File: config.mk
export PLATFORM = sky130hd
export DESIGN_NAME = pipe_stage_reg
export DESIGN_NICKNAME = d
export VERILOG_FILES = /design/src/rtl/core_pipe_pkg.sv /design/src/rtl/pipe_skid_slot.sv /design/src/rtl/pipe_stage_reg.sv
export SDC_FILE = /design/constraint.sdc
export NUM_CORES = 1
export LEC_CHECK = 0
export CAP_MARGIN = 5
export CELL_PAD_IN_SITES_DETAIL_PLACEMENT = 1
export CELL_PAD_IN_SITES_GLOBAL_PLACEMENT = 2
export CORE_MARGIN = 3
export CORE_UTILIZATION = 22
export CTS_CLUSTER_DIAMETER = 30
export DETAILED_ROUTE_END_ITERATION = 10
export HOLD_SLACK_MARGIN = 0.12
export PLACE_DENSITY = 0.79
export SYNTH_ARGS = -nofsm -noshare
export SYNTH_HDL_FRONTEND = slang
export SYNTH_SLANG_ARGS = --single-unit
File: constraint.sdc
create_clock -name clk -period 1.1 [get_ports clk]
set_clock_uncertainty 0.15 [all_clocks]
set_input_delay 0.22 -clock clk [delete_from_list [all_inputs] [get_ports clk]]
set_output_delay 0.22 -clock clk [all_outputs]
set_load 0.01 [all_outputs]
File: src/rtl/core_pipe_pkg.sv
// Shared types for the core pipeline boundaries: per-stage payload structs,
// their widths, bubble constants and the stage occupancy encoding.
package core_pipe_pkg;

    localparam int PC_W    = 32;
    localparam int INSTR_W = 32;
    localparam int XLEN    = 32;
    localparam int REG_W   = 5;

    typedef struct packed {
        logic [PC_W-1:0]    pc;
        logic [INSTR_W-1:0] instr;
    } if_id_t;

    typedef struct packed {
        logic [PC_W-1:0]    pc;
        logic [XLEN-1:0]    rs1_val;
        logic [XLEN-1:0]    rs2_val;
        logic [XLEN-1:0]    imm;
        logic [INSTR_W-1:0] instr;
    } id_ex_t;

    typedef struct packed {
        logic [PC_W-1:0]  pc;
        logic [XLEN-1:0]  alu_res;
        logic [XLEN-1:0]  store_data;
        logic [REG_W-1:0] rd;
        logic             mem_rd;
        logic             mem_wr;
        logic             wb_en;
    } ex_mem_t;

    typedef struct packed {
        logic [PC_W-1:0]  pc;
        logic [XLEN-1:0]  wb_data;
        logic [REG_W-1:0] rd;
        logic             wb_en;
    } mem_wb_t;

    localparam int IF_ID_W  = $bits(if_id_t);
    localparam int ID_EX_W  = $bits(id_ex_t);
    localparam int EX_MEM_W = $bits(ex_mem_t);
    localparam int MEM_WB_W = $bits(mem_wb_t);

    // addi x0, x0, 0: lets a flushed IF/ID slot decode as a harmless NOP
    localparam logic [INSTR_W-1:0] NOP_INSTR = 32'h0000_0013;

    localparam logic [IF_ID_W-1:0] BUBBLE       = '0;
    localparam if_id_t             IF_ID_BUBBLE = '{pc: '0, instr: NOP_INSTR};

    typedef enum logic [1:0] {
        OCC_EMPTY = 2'd0,
        OCC_ONE   = 2'd1,
        OCC_FULL  = 2'd2
    } occ_e;

    function automatic occ_e occupancy(input logic out_valid, input logic skid_valid);
        logic [1:0] sum;
        sum = {1'b0, out_valid} + {1'b0, skid_valid};
        return occ_e'(sum);
    endfunction

endpackage

File: src/rtl/pipe_skid_slot.sv
// Single payload slot with valid bit; clear has priority over load so a
// flush always empties the slot.
module pipe_skid_slot #(
    parameter int               WIDTH     = 64,
    parameter logic [WIDTH-1:0] RESET_VAL = '0
) (
    input  logic             clk,
    input  logic             rst_n,
    input  logic             load_i,
    input  logic             clear_i,
    input  logic [WIDTH-1:0] data_i,
    output logic             valid_o,
    output logic [WIDTH-1:0] data_o
);

    logic             valid_q;
    logic [WIDTH-1:0] data_q;

    always_ff @(posedge clk or negedge rst_n) begin
        if (!rst_n) begin
            valid_q <= 1'b0;
            data_q  <= RESET_VAL;
        end else if (clear_i) begin
            valid_q <= 1'b0;
            data_q  <= RESET_VAL;
        end else if (load_i) begin
            valid_q <= 1'b1;
            data_q  <= data_i;
        end
    end

    assign valid_o = valid_q;
    assign data_o  = data_q;

endmodule

File: src/rtl/pipe_stage_reg.sv
// Valid/ready pipeline stage register with flush and occupancy count.
// Define PIPE_STAGE_SKID_EN for the two-entry build with registered ready_o.
module pipe_stage_reg
    import core_pipe_pkg::*;
#(
    parameter int               WIDTH     = 64,
    parameter logic [WIDTH-1:0] RESET_VAL = '0
) (
    input  logic             clk,
    input  logic             rst_n,
    input  logic             valid_i,
    output logic             ready_o,
    input  logic [WIDTH-1:0] data_i,
    output logic             valid_o,
    input  logic             ready_i,
    output logic [WIDTH-1:0] data_o,
    input  logic             flush_i,
    output logic [1:0]       count_o
);

    logic             valid_q, valid_d;
    logic [WIDTH-1:0] data_q, data_d;
    occ_e             count_q, count_d;
    logic             accept;
    logic             drain;
    logic             skid_valid_d;

    assign accept = valid_i && ready_o;
    assign drain  = valid_q && ready_i;

`ifdef PIPE_STAGE_SKID_EN
    logic             skid_valid;
    logic [WIDTH-1:0] skid_data;
    logic             skid_load;
    logic             skid_clear;

    // ready_o is just the inverted skid flag, so it comes straight off a flop
    assign ready_o = !skid_valid;

    pipe_skid_slot #(
        .WIDTH     (WIDTH),
        .RESET_VAL (RESET_VAL)
    ) u_skid (
        .clk     (clk),
        .rst_n   (rst_n),
        .load_i  (skid_load),
        .clear_i (skid_clear),
        .data_i  (data_i),
        .valid_o (skid_valid),
        .data_o  (skid_data)
    );

    always_comb begin
        valid_d    = valid_q;
        data_d     = data_q;
        skid_load  = 1'b0;
        skid_clear = 1'b0;
        if (flush_i) begin
            valid_d    = 1'b0;
            data_d     = RESET_VAL;
            skid_clear = 1'b1;
        end else if (skid_valid) begin
            if (drain) begin
                data_d     = skid_data;
                skid_clear = 1'b1;
            end
        end else if (accept) begin
            if (!valid_q || drain) begin
                valid_d = 1'b1;
                data_d  = data_i;
            end else begin
                skid_load = 1'b1;
            end
        end else if (drain) begin
            valid_d = 1'b0;
        end
    end

    assign skid_valid_d = skid_clear ? 1'b0 : (skid_load ? 1'b1 : skid_valid);
`else
    assign ready_o = !valid_q || ready_i;

    always_comb begin
        valid_d = valid_q;
        data_d  = data_q;
        if (flush_i) begin
            valid_d = 1'b0;
            data_d  = RESET_VAL;
        end else if (accept) begin
            valid_d = 1'b1;
            data_d  = data_i;
        end else if (drain) begin
            valid_d = 1'b0;
        end
    end

    assign skid_valid_d = 1'b0;
`endif

    assign count_d = occupancy(valid_d, skid_valid_d);

    // A normal drain only drops valid; data_q keeps the stale payload
    always_ff @(posedge clk or negedge rst_n) begin
        if (!rst_n) begin
            valid_q <= 1'b0;
            data_q  <= RESET_VAL;
            count_q <= OCC_EMPTY;
        end else begin
            valid_q <= valid_d;
            data_q  <= data_d;
            count_q <= count_d;
        end
    end

    assign valid_o = valid_q;
    assign data_o  = data_q;
    assign count_o = count_q;

endmodule

==> results of run 1 <==
## power by group
| group | internal (mW) | switching, mW | total [mW] |
|---|---|---|---|
| logic | 0.735 | 0.600 | 1.33 |
| registers | 2.53 | 0.0768 | 2.60 |
| clock network | 1.63 | 0.996 | 2.62 |
## synth_stat cells
cell type / number
inv_1: 1
a21oi_1: 65
buf_6: 5
conb_1: 1
a21bo_2: 30
nand2b_4: 1
buf_1: 2
nand3_1: 64
dfrtp_1: 65
clkbuf_1: 7
buf_4: 2
a21bo_1: 34
buf_2: 21
## placed cells by master, fill, tap and decap left out, drive strengths merged
cell type	n
a21bo	64
nand3	64
dfrtp	65
nand2b	1
conb	1
clkbuf	15
clkdlybuf4s50	65
buf	107
dlygate4sd3	1
a21oi	65
inv	1
## per-stage QoR
stage                     utilization  setup TNS (ns)  cells
after global routing            0.384          -32.52    629
after detailed placement        0.343          -47.50    595
final                           0.384          -26.03    629
after floorplan                     -           -8.84    298
after CTS                       0.358          -28.57    622
after global placement          0.343          -47.72    595
## registers in the layout, summed over array words and instances (netlist names)
signal   flops
data_o      64
count_o      1
## worst paths after layout
| path | endpoint | depth (start not counted) |
|---|---|---|
| setup / recovery | data_o[11] | 6 |
| hold / removal | data_o[1] | 2 |
| setup reg to reg | data_o[11] | 6 |
| hold reg to reg | data_o[34] | 2 |
| max in group asynchronous | data_o[40] | 3 |
| min in group clk | data_o[55] | 3 |
## what timing repair did
item | in CTS | in global routing
gates cloned | 2 | 1
endpoints found under the hold margin | 65 | 0
pin swaps | 7 | 13
buffers inserted | 10 | 6
endpoints found under the setup margin | 131 | 132
gates resized for setup | 303 | 69
hold buffers | 1 | 0
## critical path, cell delays in order, from the launching register on
cell and delay (ns):
dfrtp_1 0.36, buf_6 0.11, nand2b_4 0.08, buf_12 0.16, buf_12 0.14, a21bo_2 0.21, a21oi_2 0.16
## per-layer routing
metal  vias to the layer above  track usage  routed length, µm
li1                       1353            -                  -
met4                         0       0.0459                149
met3                        12       0.0534                822
met1                      1436        0.161               4540
met2                        92        0.205               5330
met5                         -            0                  0
## cells by family after synthesis
logic type | after synthesis | share of synthesized area
flip-flops | 65 | 0.517
buffers and inverters | 38 | 0.0680
AO/OA/AOI/OAI | 129 | 0.307
other | 1 | 0.00119
AND/OR/NAND/NOR | 65 | 0.106
## area by class of cell
type	instances	area share
Clock buffer	14	0.0493
Timing Repair Buffer	174	0.311
Multi-Input combinational cell	195	0.293
Tap cell	180	0.0421
Sequential cell	65	0.304
Inverter	1	0.000701
==> results.md, run 1 <==
* Yosys reg bits at 65
* Synth unique cells at 13
* First-pass GRT wire length at about 16000 µm
* Via density at around 4.6
* Post-synthesis cell area at roughly 3100 µm²
* Tot Pwr at 6.56 mW
* Vias in the first global route at 3102
* Inserted Clock Buffers at 9
* ANT nets after route at 0
* DR vias at ~2900
* CTS tree: built
* H-Tree Depth at 3
* Clock sink count at 65
* HPWL Detailed at between 6000 and 7000 µm
* Wirelength, routed at approximately 11000 µm
* Root Driver: clkbuf_16
* Final setup viols at between 100 and 150
* Synth top area share at 0.517
* WS Path Type: reg2reg
* VDD IR max at approximately 0.58 mV
* P&R area growth vs syn at 70.2%
* Worst-Skew Late Latency at about 0.32 ns
* Register Area at 1630 µm²
* Largest net degree at the start of global routing at 40
* RD Place Congestion at 0.711
* Die height at roughly 130 µm
* Total Routing Usage GR at 0.130
* Area of placed instances at between 4000 and 5000 µm²
* Crit path launch: count_o[0]
* Clock transition at path regs at approximately 0.05 ns
* Violated checks: setup timing
* Dpl ws at -0.668 ns
* Hold WS at 0.188 ns
* DRT iter0 DRCs at between 70 and 80
* PortBufs at 135
* Yosys top cell by area: dfrtp_1
* CTS Buffer Depth at 2
* Initial antenna violation count at 0
* Syn_nets at ~370
* DR WL/cell at 17.2 µm
* Leak at 2.39 nW
* Setup ws final at -0.350 ns
* First-pass DRT Iterations at 4
* Top post-synthesis cells by area: dfrtp_1 (52%), a21bo_1 (11%), a21oi_1 (10%)
* Setup crit start kind: register
* Mean Syn Cell Area at between 10 and 15 µm²
* Design Area, Final at about 5400 µm²
* RR Startpoint: count_o[0]
* Nets@finish at between 500 and 600
* Outcome: finished, violations left
* Fmax at 690 MHz
* Die W at roughly 130 µm
* Critical Path RT at 1.20 ns
* Arr. time, crit path at between 1.5 and 2 ns
* Area occupied by multi-input gates at between 1500 and 2000 µm²
* Max-Cap Viols at 0
* CORE AREA at 13900 µm²
* Final Slew Violations at 0
* GRT Residual Overflow at 0
* Proportion of layout cells with a drive suffix above 1 at 0.474
* Cells after synthesis at 298
* Crit. End Element: register
* Power per cell area at around 1200 nW/µm²
* Filler instances at between 1500 and 2000
* Setup slack, reg-to-reg at -0.35 ns
* Fin crit share at 1.32
* DR DRC count at 0
* RSZ-0062 raised after global routing: true
* Yosys warning total at 0
* Worst hold path class: in2async
* # IOs at 137
* Fin crit period at approximately 1.5 ns
* Row count at 43
* Sequential area share after synthesis at 0.517
* Initial Utilization at 0.226
* DIE AREA at roughly 16000 µm²
* Hold Fails Final Rpt at 0
* ANT cells at 0
* CP max FO at 10
Note: power is estimated with default switching activity, not from simulation.
==> inputs of run 2 (changes only) <==
Settings changed: SLEW_MARGIN set to 25.
==> results of run 2 <==
The final DEF is identical to that of run 1; final timing and power are the same.
